File: src/rtl/stage_sched_if.sv
// stage_sched_if: control/status bundle between the frame sequencer and its
// requester. master drives start/abort/done/table, slave is the sequencer.
interface stage_sched_if #(
   parameter int NSTG = 10,
   parameter int RAMS = 4
);
   logic                 iSTART;
   logic                 iABORT;
   logic [NSTG-1:0]      iDONE;
   logic [NSTG*RAMS-1:0] iOWN_TBL;
   logic [NSTG-1:0]      oENA;
   logic [3:0]           oSEL;
   logic [RAMS-1:0]      oOWN;
   logic                 oBUSY;
   logic                 oFRAME_DONE;
   logic                 oERR;
   logic                 oTIMEOUT;

   modport master (
      output iSTART, iABORT, iDONE, iOWN_TBL,
      input  oENA, oSEL, oOWN, oBUSY, oFRAME_DONE, oERR, oTIMEOUT
   );

   modport slave (
      input  iSTART, iABORT, iDONE, iOWN_TBL,
      output oENA, oSEL, oOWN, oBUSY, oFRAME_DONE, oERR, oTIMEOUT
   );
endinterface

File: src/rtl/stage_sched.sv
// stage_sched: launches NSTG stages in order with a one-cycle gap between them.
// Optional per-stage watchdog is enabled by defining STAGE_WDT_EN.
module stage_sched #(
   parameter int          NSTG      = 10,
   parameter int          RAMS      = 4,
   parameter logic [23:0] WDT_LIMIT = 24'hFFFFFF
) (
   input logic          iCLK,
   input logic          iRST_N,
   stage_sched_if.slave bus
);
   typedef enum logic [2:0] {
      S_IDLE, S_LAUNCH, S_RUN, S_GAP, S_FIN
   } state_t;

   localparam logic [3:0] LastStg = 4'(NSTG - 1);

   state_t          state_q, state_d;
   logic [3:0]      stg_q, stg_d;
   logic            err_q, err_d;
   logic [NSTG-1:0] ena_q, ena_d;
   logic [3:0]      sel_q, sel_d;
   logic [RAMS-1:0] own_q, own_d;
   logic            busy_q, busy_d;
   logic            fdone_q, fdone_d;

   logic [NSTG-1:0] act;
   logic [NSTG-1:0] nxt_oh;
   logic [RAMS-1:0] own_nxt;
   logic            hit;
   logic            stray;
   logic            start_ok;

`ifdef STAGE_WDT_EN
   logic [23:0]     wdt_q, wdt_d;
   logic            to_q, to_d;
`else
   logic            unused_wdt;
   assign unused_wdt = ^WDT_LIMIT;
`endif

   // classify this cycle's done bits against the active stage
   always_comb begin
      act = '0;
      for (int s = 0; s < NSTG; s++)
         act[s] = (stg_q == 4'(s));
      hit      = |(bus.iDONE & act);
      stray    = |(bus.iDONE & ~act);
      start_ok = (state_q == S_IDLE) && bus.iSTART && !bus.iABORT;
   end

   // state register and all registered outputs
   always_ff @(posedge iCLK or negedge iRST_N) begin
      if (!iRST_N) begin
         state_q <= S_IDLE;
         stg_q   <= '0;
         err_q   <= 1'b0;
         ena_q   <= '0;
         sel_q   <= '0;
         own_q   <= '0;
         busy_q  <= 1'b0;
         fdone_q <= 1'b0;
`ifdef STAGE_WDT_EN
         wdt_q   <= '0;
         to_q    <= 1'b0;
`endif
      end else begin
         state_q <= state_d;
         stg_q   <= stg_d;
         err_q   <= err_d;
         ena_q   <= ena_d;
         sel_q   <= sel_d;
         own_q   <= own_d;
         busy_q  <= busy_d;
         fdone_q <= fdone_d;
`ifdef STAGE_WDT_EN
         wdt_q   <= wdt_d;
         to_q    <= to_d;
`endif
      end
   end

   // next state, stage index and sticky flags; abort overrides everything
   always_comb begin
      state_d = state_q;
      stg_d   = stg_q;
      err_d   = err_q;
      unique case (state_q)
         S_IDLE: begin
            if (start_ok) begin
               state_d = S_LAUNCH;
               stg_d   = '0;
               err_d   = 1'b0;
            end
         end
         S_LAUNCH, S_RUN: begin
            if (hit) begin
               if (stg_q == LastStg) begin
                  state_d = S_FIN;
               end else begin
                  state_d = S_GAP;
                  stg_d   = stg_q + 4'd1;
               end
            end else begin
               state_d = S_RUN;
            end
         end
         S_GAP: state_d = S_LAUNCH;
         S_FIN: begin
            state_d = S_IDLE;
            stg_d   = '0;
         end
         default: begin
            state_d = S_IDLE;
            stg_d   = '0;
         end
      endcase
      if (stray || ((state_q == S_IDLE || state_q == S_FIN) && |bus.iDONE))
         err_d = 1'b1;
`ifdef STAGE_WDT_EN
      wdt_d = wdt_q;
      to_d  = to_q;
      if (start_ok)
         to_d = 1'b0;
      if (state_q == S_LAUNCH) begin
         wdt_d = '0;
      end else if (state_q == S_RUN && !hit) begin
         wdt_d = wdt_q + 24'd1;
         if (wdt_d == WDT_LIMIT) begin
            to_d    = 1'b1;
            state_d = S_IDLE;
            stg_d   = '0;
         end
      end
`endif
      if (bus.iABORT) begin
         state_d = S_IDLE;
         stg_d   = '0;
      end
   end

   // outputs for the upcoming state; table slice captured only on LAUNCH entry
   always_comb begin
      own_nxt = '0;
      nxt_oh  = '0;
      for (int s = 0; s < NSTG; s++) begin
         if (stg_d == 4'(s)) begin
            own_nxt   = bus.iOWN_TBL[s*RAMS +: RAMS];
            nxt_oh[s] = 1'b1;
         end
      end
      ena_d   = '0;
      sel_d   = stg_d;
      own_d   = '0;
      busy_d  = 1'b0;
      fdone_d = 1'b0;
      unique case (state_d)
         S_IDLE: sel_d = '0;
         S_LAUNCH: begin
            ena_d  = nxt_oh;
            own_d  = own_nxt;
            busy_d = 1'b1;
         end
         S_RUN: begin
            own_d  = own_q;
            busy_d = 1'b1;
         end
         S_GAP: busy_d = 1'b1;
         S_FIN: fdone_d = 1'b1;
         default: sel_d = '0;
      endcase
   end

   assign bus.oENA        = ena_q;
   assign bus.oSEL        = sel_q;
   assign bus.oOWN        = own_q;
   assign bus.oBUSY       = busy_q;
   assign bus.oFRAME_DONE = fdone_q;
   assign bus.oERR        = err_q;
`ifdef STAGE_WDT_EN
   assign bus.oTIMEOUT    = to_q;
`else
   assign bus.oTIMEOUT    = 1'b0;
`endif
endmodule

File: src/flat_wrapper.sv
// flat-port wrapper written by rule: the top's interface ports become plain ports
module stage_sched_flat 
#(
   parameter int          NSTG      = 10,
   parameter int          RAMS      = 4,
   parameter logic [23:0] WDT_LIMIT = 24'hFFFFFF
)
  (iCLK, iRST_N, bus_iSTART, bus_iABORT, bus_iDONE, bus_iOWN_TBL, bus_oENA, bus_oSEL, bus_oOWN, bus_oBUSY, bus_oFRAME_DONE, bus_oERR, bus_oTIMEOUT);
  stage_sched_if #(.NSTG(NSTG), .RAMS(RAMS)) bus_i ();
  input logic iCLK;
  input logic iRST_N;
  input wire logic [$bits(bus_i.iSTART)-1:0] bus_iSTART;
  input wire logic [$bits(bus_i.iABORT)-1:0] bus_iABORT;
  input wire logic [$bits(bus_i.iDONE)-1:0] bus_iDONE;
  input wire logic [$bits(bus_i.iOWN_TBL)-1:0] bus_iOWN_TBL;
  output wire logic [$bits(bus_i.oENA)-1:0] bus_oENA;
  output wire logic [$bits(bus_i.oSEL)-1:0] bus_oSEL;
  output wire logic [$bits(bus_i.oOWN)-1:0] bus_oOWN;
  output wire logic [$bits(bus_i.oBUSY)-1:0] bus_oBUSY;
  output wire logic [$bits(bus_i.oFRAME_DONE)-1:0] bus_oFRAME_DONE;
  output wire logic [$bits(bus_i.oERR)-1:0] bus_oERR;
  output wire logic [$bits(bus_i.oTIMEOUT)-1:0] bus_oTIMEOUT;
  assign bus_i.iSTART = bus_iSTART;
  assign bus_i.iABORT = bus_iABORT;
  assign bus_i.iDONE = bus_iDONE;
  assign bus_i.iOWN_TBL = bus_iOWN_TBL;
  assign bus_oENA = bus_i.oENA;
  assign bus_oSEL = bus_i.oSEL;
  assign bus_oOWN = bus_i.oOWN;
  assign bus_oBUSY = bus_i.oBUSY;
  assign bus_oFRAME_DONE = bus_i.oFRAME_DONE;
  assign bus_oERR = bus_i.oERR;
  assign bus_oTIMEOUT = bus_i.oTIMEOUT;
  stage_sched #(.NSTG(NSTG), .RAMS(RAMS), .WDT_LIMIT(WDT_LIMIT)) u_core (.iCLK(iCLK), .iRST_N(iRST_N), .bus(bus_i));
endmodule
File: config.mk
export PLATFORM = sky130hd
export DESIGN_NAME = stage_sched_flat
export DESIGN_NICKNAME = d
export VERILOG_FILES = /design/src/rtl/stage_sched_if.sv /design/src/rtl/stage_sched.sv /design/src/flat_wrapper.sv
export SDC_FILE = /design/constraint.sdc
export NUM_CORES = 1
export LEC_CHECK = 0
export ABC_AREA = 0
export CAP_MARGIN = 20
export CORE_AREA = 2 2 70 72
export CTS_CLUSTER_DIAMETER = 100
export DETAILED_ROUTE_END_ITERATION = 10
export DIE_AREA = 0 0 72 74
export PLACE_DENSITY = 0.89
export SETUP_SLACK_MARGIN = 0.5
export SYNTH_ARGS = -nofsm -noshare
export SYNTH_HDL_FRONTEND = slang
export SYNTH_SLANG_ARGS = --single-unit
File: constraint.sdc
create_clock -name iCLK -period 3.95 [get_ports iCLK]
set_clock_uncertainty 0.05 [all_clocks]
set_input_delay 0.9875 -clock iCLK [delete_from_list [all_inputs] [get_ports iCLK]]
set_output_delay 0.9875 -clock iCLK [all_outputs]
set_load 0.01 [all_outputs]
== Word-level counts from Yosys, hierarchy flattened ==
Index checks and enable logic that the tools add are counted.
Operators by class
  add/sub/neg operators: 1
  equality and inequality tests: 26
  multiplexer cells: 38
  bitwise logic cells: 3
  reductions and logical operators: 18
Operator list (count)
  $mux 4: 15
  $eq 4x3->1 const B: 8
  $reduce_or 10->1: 3
  $and 10x10->10: 2
  $eq 4x2->1 const B: 4
  $eq 4x4->1 const B: 4
  $mux 1: 15
  $eq 3x2->1 const B: 4
  $mux 3: 4
  $pmux 4 s3: 1
  $mux 10: 1
  $not 10->10: 1
  $pmux 3 s3: 1
  $eq 4x1->1 const B: 2
  $logic_not 4->1: 2
  $pmux 4 s2: 1
  $eq 3x1->1 const B: 2
  $eq 3x3->1 const B: 2
  $add 4x1->4 const B: 1
  $reduce_bool 2->1: 2
  $reduce_or 4->1: 1
  $logic_and 1x1->1: 3
  $logic_not 3->1: 1
  $reduce_or 3->1: 1
  other kinds (4): 5
Word-level totals
  bits in registers: 28
  bits of input ports: 54
  output and inout bits: 22
  word-level logic and storage cells: 94

== Depth between registers and ports, before layout ==
Gate-level depths: netlist (run 1).
  depth after elaboration: 18
  gate-level depth with buffers: 13
  depth with buffers taken out: 12

== Worst setup path after synthesis (run 1) ==
OpenSTA, ideal clock, no wires.
  kind: input-to-reg
  start point: input bus_iDONE[4]
  end point: register u_core.own_q[1] (netlist: u_core.bus.oOWN[1])
  setup time: 0.127 ns
  arrival time: 3.040 ns
  data required time: 3.773 ns
  setup slack: 0.733 ns
  cell stages on the path: 10
  buffers on the path: 1
  path through: a222oi_1 o221ai_1 o31ai_2 a21oi_1 nor2_1 clkbuf_1 mux2i_1 o22ai_1 nor4_1 o31ai_2
Between the ends
  cells in the longest elaborated chain, start to end: 17
  elaborated cells between the ends (all ways): 31
  those cells by class: eq/ne: 11; mux: 17; bitwise: 1; reduce/logical: 2
RTL lines
  start, declared: line flat_wrapper.sv:14  | input wire logic [$bits(bus_i.iDONE)-1:0] bus_iDONE;
  $and 10x10->10 (*): line stage_sched.sv:47  | hit = |(bus.iDONE & act);
  $reduce_or 10->1 (*): line stage_sched.sv:47
  $mux 4: line stage_sched.sv:97  | if (hit) begin
  $pmux 4 s3: line stage_sched.sv:88  | unique case (state_q)
  $mux 4: line stage_sched.sv:136  | if (bus.iABORT) begin
  $logic_not 4->1: line stage_sched.sv:147  | if (stg_d == 4'(s)) begin
  $mux 4 (10 in series): line stage_sched.sv:147
  $pmux 4 s2: line stage_sched.sv:157  | unique case (state_d)
  end signal, assigned: line stage_sched.sv:73  | own_q <= own_d;
  end, declared: line stage_sched.sv:23  | logic [RAMS-1:0] own_q, own_d;
Every way passes the cells marked *; elsewhere a longest branch is shown, timed or not.
A chain may end at the register's enable or synchronous reset.

== Worst setup path after layout (run 1) ==
Ends and elaborated chain as after synthesis.

==> reports/results.tsv, run 1 <==
metric	value	unit
initialDrtViolationCount	386	
place_area	0.002836	mm^2
hold_viol_final	0	
dpl.hpwl	4872	um
nFillCells	341	
criticalPathCategory	in -> reg	
cts_buffer_depth	2	
ctsHtreeMaxLevel	1	
grt_usage	0.2519	
status	finished, final reports clean	
ys_ff_latch	28	
core-area	0.004598	mm^2
synth.area.top_cells	dfrtp_1 36%, nor2_1 6.4%, nand2_1 5.2%	
cts_tree	done	
cts_buffers	3	
relSlewSlack	0.4567	
synth_area	0.001946	mm^2
synth_cell_type_count	58	
startpoint	bus_iDONE[4]	
port_buffers	74	
regToRegEndpoint	u_core.bus.oOWN[1]$_DFFE_PN0P_	
grt_pass1_vias	2207	
synth_top_area_frac	0.3601	
drc	0	
vias	2338	
yosys.area.top_type	dfrtp_1	
synth_top_flop_cell	dfrtp_1	
antenna_found_initial	0	
crit_path_end	u_core.bus.oOWN[1]$_DFFE_PN0P_	
design_area	0.003035	mm^2
yosysMostFrequentCell	nor2_1	
maxCapViolations	0	
ant_nets	0	
dr.pass1.iters	6	
clock_sinks	28	
drive_gt1_frac	0.1877	
path_clk_slew	100	ps
ff_latch_area	701.9	um^2
ff2ff_setup_slack	600	ps
hold_class	reg -> reg	
root_buffer	clkbuf_8	
r2r-start	u_core.stg_q[1]$_DFF_PN0_	
critical_path_arrival	3590	ps
tightest_slew	812.0	ps
syn_inst	236	
syn_avg_cell_area	8.244	um^2
dieArea	0.005328	mm^2
start_util	0.4231	
synthArstFlopShare	1.000	
multi_input_area	0.001239	mm^2
syn_nets	294	
end_kind	register	
synthTopCellsByCount	33 x nor2_1, 28 x dfrtp_1, 27 x nand2_1	
instances_no_fill	379	
diodes	0	
drt_wl_total	7085	um
slew_viol_final	0	
gr-total-overflow	0	
wl_per_cell	18.69	um
p_per_area	412.3	mW/mm^2
vias_per_cell	6.169	
yosysWarnings	0	
grt_pass1_wl	10560	um
yosysSeqAreaShare	0.3601	
clock.fmax	291.2	MHz
p_leak	1.241	nW
insertion_delay	280	ps
finalSetupViolations	0	
worst-path-max-fanout	8	
start_kind	primary input	
worstPathRequired	4100	ps
nets	384	
layout_min_cycle_time	3434	ps
synth_edf_count	0	
rsz0062_at_grt	yes	
finalCritPeriodShare	0.8694	
rows	25	
area_growth	56.01	%
ir_drop	0.0002365	V
grt_max_degree	29	
dp.cells	372	
die_y	74	um
ios	76	
r2r_cells	12	
routabilityCongestion	0.9701	
die_w	72	um
==> area by class of cell <==
| class | instances | share of cell area |
|---|---|---|
| tap | 54 | 0.02226 |
| timing repair buffer | 98 | 0.3017 |
| clock buffer | 3 | 0.01360 |
| inverter | 10 | 0.01319 |
| sequential | 28 | 0.2312 |
| clock inverter | 1 | 0.009893 |
| multi-input combinational | 185 | 0.4081 |
==> report_power, final <==
part | internal, W | total, W | switching [W]
combinational | 0.000306 | 0.000679 | 0.000373
clock | 0.000136 | 0.000230 | 0.0000939
sequential | 0.000318 | 0.000343 | 0.0000248
==> logic make-up after synthesis <==
group | share of synthesized area
XOR/XNOR | 0.004502
flip-flops | 0.3601
adder cells (fa/ha/maj) | 0.02572
multiplexers | 0.02058
AO/OA/AOI/OAI | 0.2450
other | 0.001927
AND/OR/NAND/NOR | 0.2830
buffers and inverters | 0.05916
==> worst min-delay path by stage <==
| stage | startpoint | to | slack (ps) | depth (start not counted) |
|---|---|---|---|---|
| final | u_core.bus.oOWN[1]$_DFFE_PN0P_ | u_core.bus.oOWN[1]$_DFFE_PN0P_ | 460 | 2 |
| after global routing | u_core.bus.oOWN[1]$_DFFE_PN0P_ | u_core.bus.oOWN[1]$_DFFE_PN0P_ | 500 | 2 |
| after CTS | u_core.bus.oOWN[1]$_DFFE_PN0P_ | u_core.bus.oOWN[1]$_DFFE_PN0P_ | 460 | 2 |
| after detailed placement | u_core.bus.oOWN[1]$_DFFE_PN0P_ | u_core.bus.oOWN[1]$_DFFE_PN0P_ | 440 | 2 |
| after global placement | u_core.bus.oOWN[1]$_DFFE_PN0P_ | u_core.bus.oOWN[1]$_DFFE_PN0P_ | 420 | 2 |
| after floorplan | u_core.bus.oOWN[3]$_DFFE_PN0P_ | u_core.bus.oOWN[3]$_DFFE_PN0P_ | 470 | 2 |
==> critical path, stage by stage <==
cell,delay [ps]
dlygate4sd2_1,240
a222oi_1,410
o221ai_2,210
or3_4,430
a21oi_2,180
a211oi_2,60
buf_4,210
or3_4,430
o22ai_2,190
nor4_2,70
o31ai_2,170
==> per-stage QoR <==
step	util	worst slack [ps]	setup TNS, ps	hold WS, ps	total power, W
after floorplan	-	732.7	0	472.9	0.0006861
after global routing	0.6601	425.1	0	496.9	0.001307
after global placement	0.6169	85.39	0	422.9	0.0008967
final	0.6601	515.8	0	464.5	0.001251
after CTS	0.6487	522.9	0	462.7	0.001188
after detailed placement	0.6169	-19.00	-19.00	439.6	0.0009145
==> metal layers <==
| metal | track usage | share of wire | vias up |
|---|---|---|---|
| met5 | 0 | 0 | - |
| met4 | 0.1069 | 0.027 | 0 |
| met3 | 0.03252 | 0.084 | 24 |
| met2 | 0.4126 | 0.50 | 171 |
| met1 | 0.3390 | 0.39 | 1098 |
| li1 | - | - | 1045 |
==> cell usage in the layout, fill, tap and decap left out, drive strengths merged, types with 3 or more instances in the layout <==
master	n
clkdlybuf4s50	70
nor2	34
dfrtp	28
nand2	28
buf	24
a21oi	13
inv	10
o21ai	10
nand3	9
o22ai	8
nor3	7
a31oi	7
or3	5
mux2i	4
nand4	4
ha	4
dlygate4sd2	4
nor4	4
o31ai	4
or2	3
nand3b	3
nor3b	3
clkbuf	3
nand2b	3
==> registers in the layout (all words and copies together) (netlist names) <==
signal and count:
u_core.bus.oENA 10, u_core.bus.oOWN 4, u_core.bus.oSEL 4, u_core.stg_q 4
u_core.state_q 3, u_core.bus.oBUSY 1, u_core.bus.oERR 1, u_core.bus.oFRAME_DONE 1
==> what timing repair did <==
action,CTS,global route
pin swaps,10,8
gates resized for setup,18,9
endpoints found under the hold margin,0,0
setup buffers,1,2
hold buffers,0,0
endpoints found under the setup margin,5,4
Note: power is estimated with default switching activity, not from simulation.
==> run 2: changes to the inputs <==
--- a/config.mk
+++ b/config.mk
@@ -7,11 +7,12 @@
 export LEC_CHECK = 0
 export ABC_AREA = 0
 export CAP_MARGIN = 20
-export CORE_AREA = 2 2 70 72
+export CORE_AREA = 3 3 68 70
 export CTS_CLUSTER_DIAMETER = 100
 export DETAILED_ROUTE_END_ITERATION = 10
-export DIE_AREA = 0 0 72 74
-export PLACE_DENSITY = 0.89
+export DIE_AREA = 0 0 71 73
+export DONT_BUFFER_PORTS = 1
+export PLACE_DENSITY = 0.72
 export SETUP_SLACK_MARGIN = 0.5
 export SYNTH_ARGS = -nofsm -noshare
 export SYNTH_HDL_FRONTEND = slang
==> run 2 against run 1 <==
  * Utilization is 12 points lower
  * First-iteration DRC count fell by 43%
  * Sequential share of layout area is 9.2 points higher
  * Non-clock buffer count shrank 87
  * Register-to-register slack gained 20 ps
  * Sequential cell count unchanged
  * Combinational power decreased by 28%
  * Final cell count is 24% lower
  * Largest cell class unchanged
==> reports/results.tsv, run 2 (synthesis results as in run 1) <==
metric	value	unit	change
cts_buffers	3		unchanged
switching_share	0.3995		+0.006862
vias	1848		-21%
dr.pass1.iters	4		-2
port_buffers	0		-100%
final_common_cell	nor2_1		
critical_path_arrival	3470	ps	-120 ps
vias_per_cell	6.417		+4.0%
cts_buffer_depth	2		unchanged
intPower	0.0006440	W	-15%
p_sw	0.0004285	W	-13%
p_per_area	493.5	mW/mm^2	+20%
nets	297		-23%
drive_gt1_frac	0.1891		+0.001383
grt_pass1_vias	1807		-18%
finalCritPeriodShare	0.8432		-0.02618
gr-total-overflow	0		unchanged
relSlewSlack	0.5433		+0.08665
ff2ff_setup_slack	620	ps	+20 ps
cts_tree	done		
r2r-start	u_core.stg_q[0]$_DFF_PN0_		
tightest_slew	682.5	ps	-129.5 ps
pwr-share-clk	0.213		+0.029
ios	76		unchanged
regToRegEndpoint	u_core.bus.oOWN[2]$_DFFE_PN0P_		
root_buffer	clkbuf_8		
cpMaxStageDelayCell	dfrtp_2		
insertion_delay	280	ps	about the same
antenna_found_initial	0		unchanged
grt_max_degree	29		unchanged
dp_slack	278.0	ps	+297.0 ps
dpl.hpwl	4183	um	-14%
finalSetupViolations	0		unchanged
start_kind	register		
end_kind	register		
dieArea	0.005183	mm^2	-2.7%
clock_sinks	28		unchanged
startpoint	u_core.stg_q[0]$_DFF_PN0_		
p_leak	0.8891	nW	-28%
start_util	0.4829		+0.05979
maxCapViolations	0		unchanged
criticalPathCategory	reg -> reg		
rsz0062_at_grt	no		
grt_usage	0.2084		-0.04350
largest_reg_flops	10		unchanged
slowest_delay	440	ps	about the same
rows	23		-8.0%
hold_class	in -> async		
diodes	0		unchanged
routabilityCongestion	0.8914		-8.1%
grt_pass1_wl	8673	um	-18%
area_growth	11.70	%	
core-area	0.004029	mm^2	-12%
path_clk_slew	100	ps	about the same
clock.fmax	300.2	MHz	+3.1%
die_w	71	um	-1.4%
tns	0	ps	unchanged
setup_slack	619.2	ps	+103.4 ps
ir_drop	0.0002320	V	-1.9%
hold_viol_final	0		unchanged
layout.cells.most_common_list	32 x nor2_1, 26 x nand2_1, 26 x dfrtp_1		
cts_hold_buf	0		unchanged
drt_wl_total	5666	um	-20%
worstPathRequired	4090	ps	about the same
crit_chain	inv_1 -> ha_2 -> a222oi_1 -> o221ai_2 -> or3_4 -> a31oi_2 -> nor2_2 -> buf_4 -> or3_1 -> a21oi_1 -> a221oi_1 -> o31ai_1		
seqPwrFrac	0.332		+0.058
die_y	73	um	-1.4%
worst-path-max-fanout	10		+2
layout_min_cycle_time	3331	ps	-103.4 ps
status	finished, final reports clean		
ctsHtreeMaxLevel	1		unchanged
wl_per_cell	19.67	um	+5.2%
slew_viol_final	0		unchanged
initialDrtViolationCount	220		-43%
drc	0		unchanged
r2r_cells	12		unchanged
ant_nets	0		unchanged
comb_power_share	0.455		-0.087
[run 2: changes by cell type in the layout (fill, tap and decap cells not counted), sizes merged]
| cell | before | now |
|---|---|---|
| buf | 24 | 11 |
| clkdlybuf4s50 | 70 | 0 |
| dlygate4sd2 | 4 | 0 |
[run 2: final cells by class]
class	count	area (um^2)
fill	386	1856
multi-input combinational	185	1214
sequential	28	703.2
timing repair buffer	11	82.58
tap	50	62.56
clock buffer	3	41.29
inverter	10	40.04
clock inverter	1	30.03
[run 2: how the worst max path moves through the flow]
stage | endpoint | slack, ps
2_1_floorplan | u_core.bus.oOWN[1]$_DFFE_PN0P_ | 730
3_3_place_gp | u_core.bus.oOWN[3]$_DFFE_PN0P_ | 320
3_5_place_dp | u_core.bus.oOWN[3]$_DFFE_PN0P_ | 280
4_1_cts | u_core.bus.oOWN[3]$_DFFE_PN0P_ | 500
5_1_grt | u_core.bus.oOWN[2]$_DFFE_PN0P_ | 490
6_report | u_core.bus.oOWN[2]$_DFFE_PN0P_ | 620
[run 2: critical path, delay by kind of cell, from the launching register on]
kind | cells | cell delay (ps)
compound gates | 6 | 1350
simple gates | 3 | 870
flops | 1 | 440
buf+inv | 2 | 280
fa+ha+maj | 1 | 230
[run 2: layer usage]
layer / GRT usage / up-vias / part of all wire / routed length [um]
met2: 0.3605 / 87 / 0.50 / 2842
met5: 0 / - / 0 / 0
met1: 0.2733 / 884 / 0.42 / 2352
met4: 0.04175 / 0 / 0.0074 / 42
met3: 0.03994 / 8 / 0.076 / 429
li1: - / 869 / - / -
[run 2: repair_timing]
action / in CTS / in global routing
gates resized for setup: 2 / 16
pin swaps: 0 / 5
setup endpoints to repair: 3 / 4
buffers inserted: 0 / 7
[run 2: power groups by stage]
stage	registers [W]	logic, W	clock network (W)
after floorplan	0.000351	0.000336	0
after global placement	0.000360	0.000401	0
after detailed placement	0.000361	0.000408	0
after CTS	0.000355	0.000417	0.000229
after global routing	0.000359	0.000535	0.000238
final	0.000356	0.000488	0.000228
[run 2: stage by stage]
step           std cells  power [W]  utilization  instance area (um^2)  hold slack, ps
2_1_floorplan        236  0.0006861            -                  1946           472.9
3_3_place_gp         277  0.0007612       0.4873                  1963           514.6
3_5_place_dp         277  0.0007683       0.4873                  1963           515.8
4_1_cts              281   0.001000       0.5071                  2043           338.9
5_1_grt              288   0.001133       0.5394                  2173           328.1
6_report             288   0.001073       0.5394                  2173           337.8
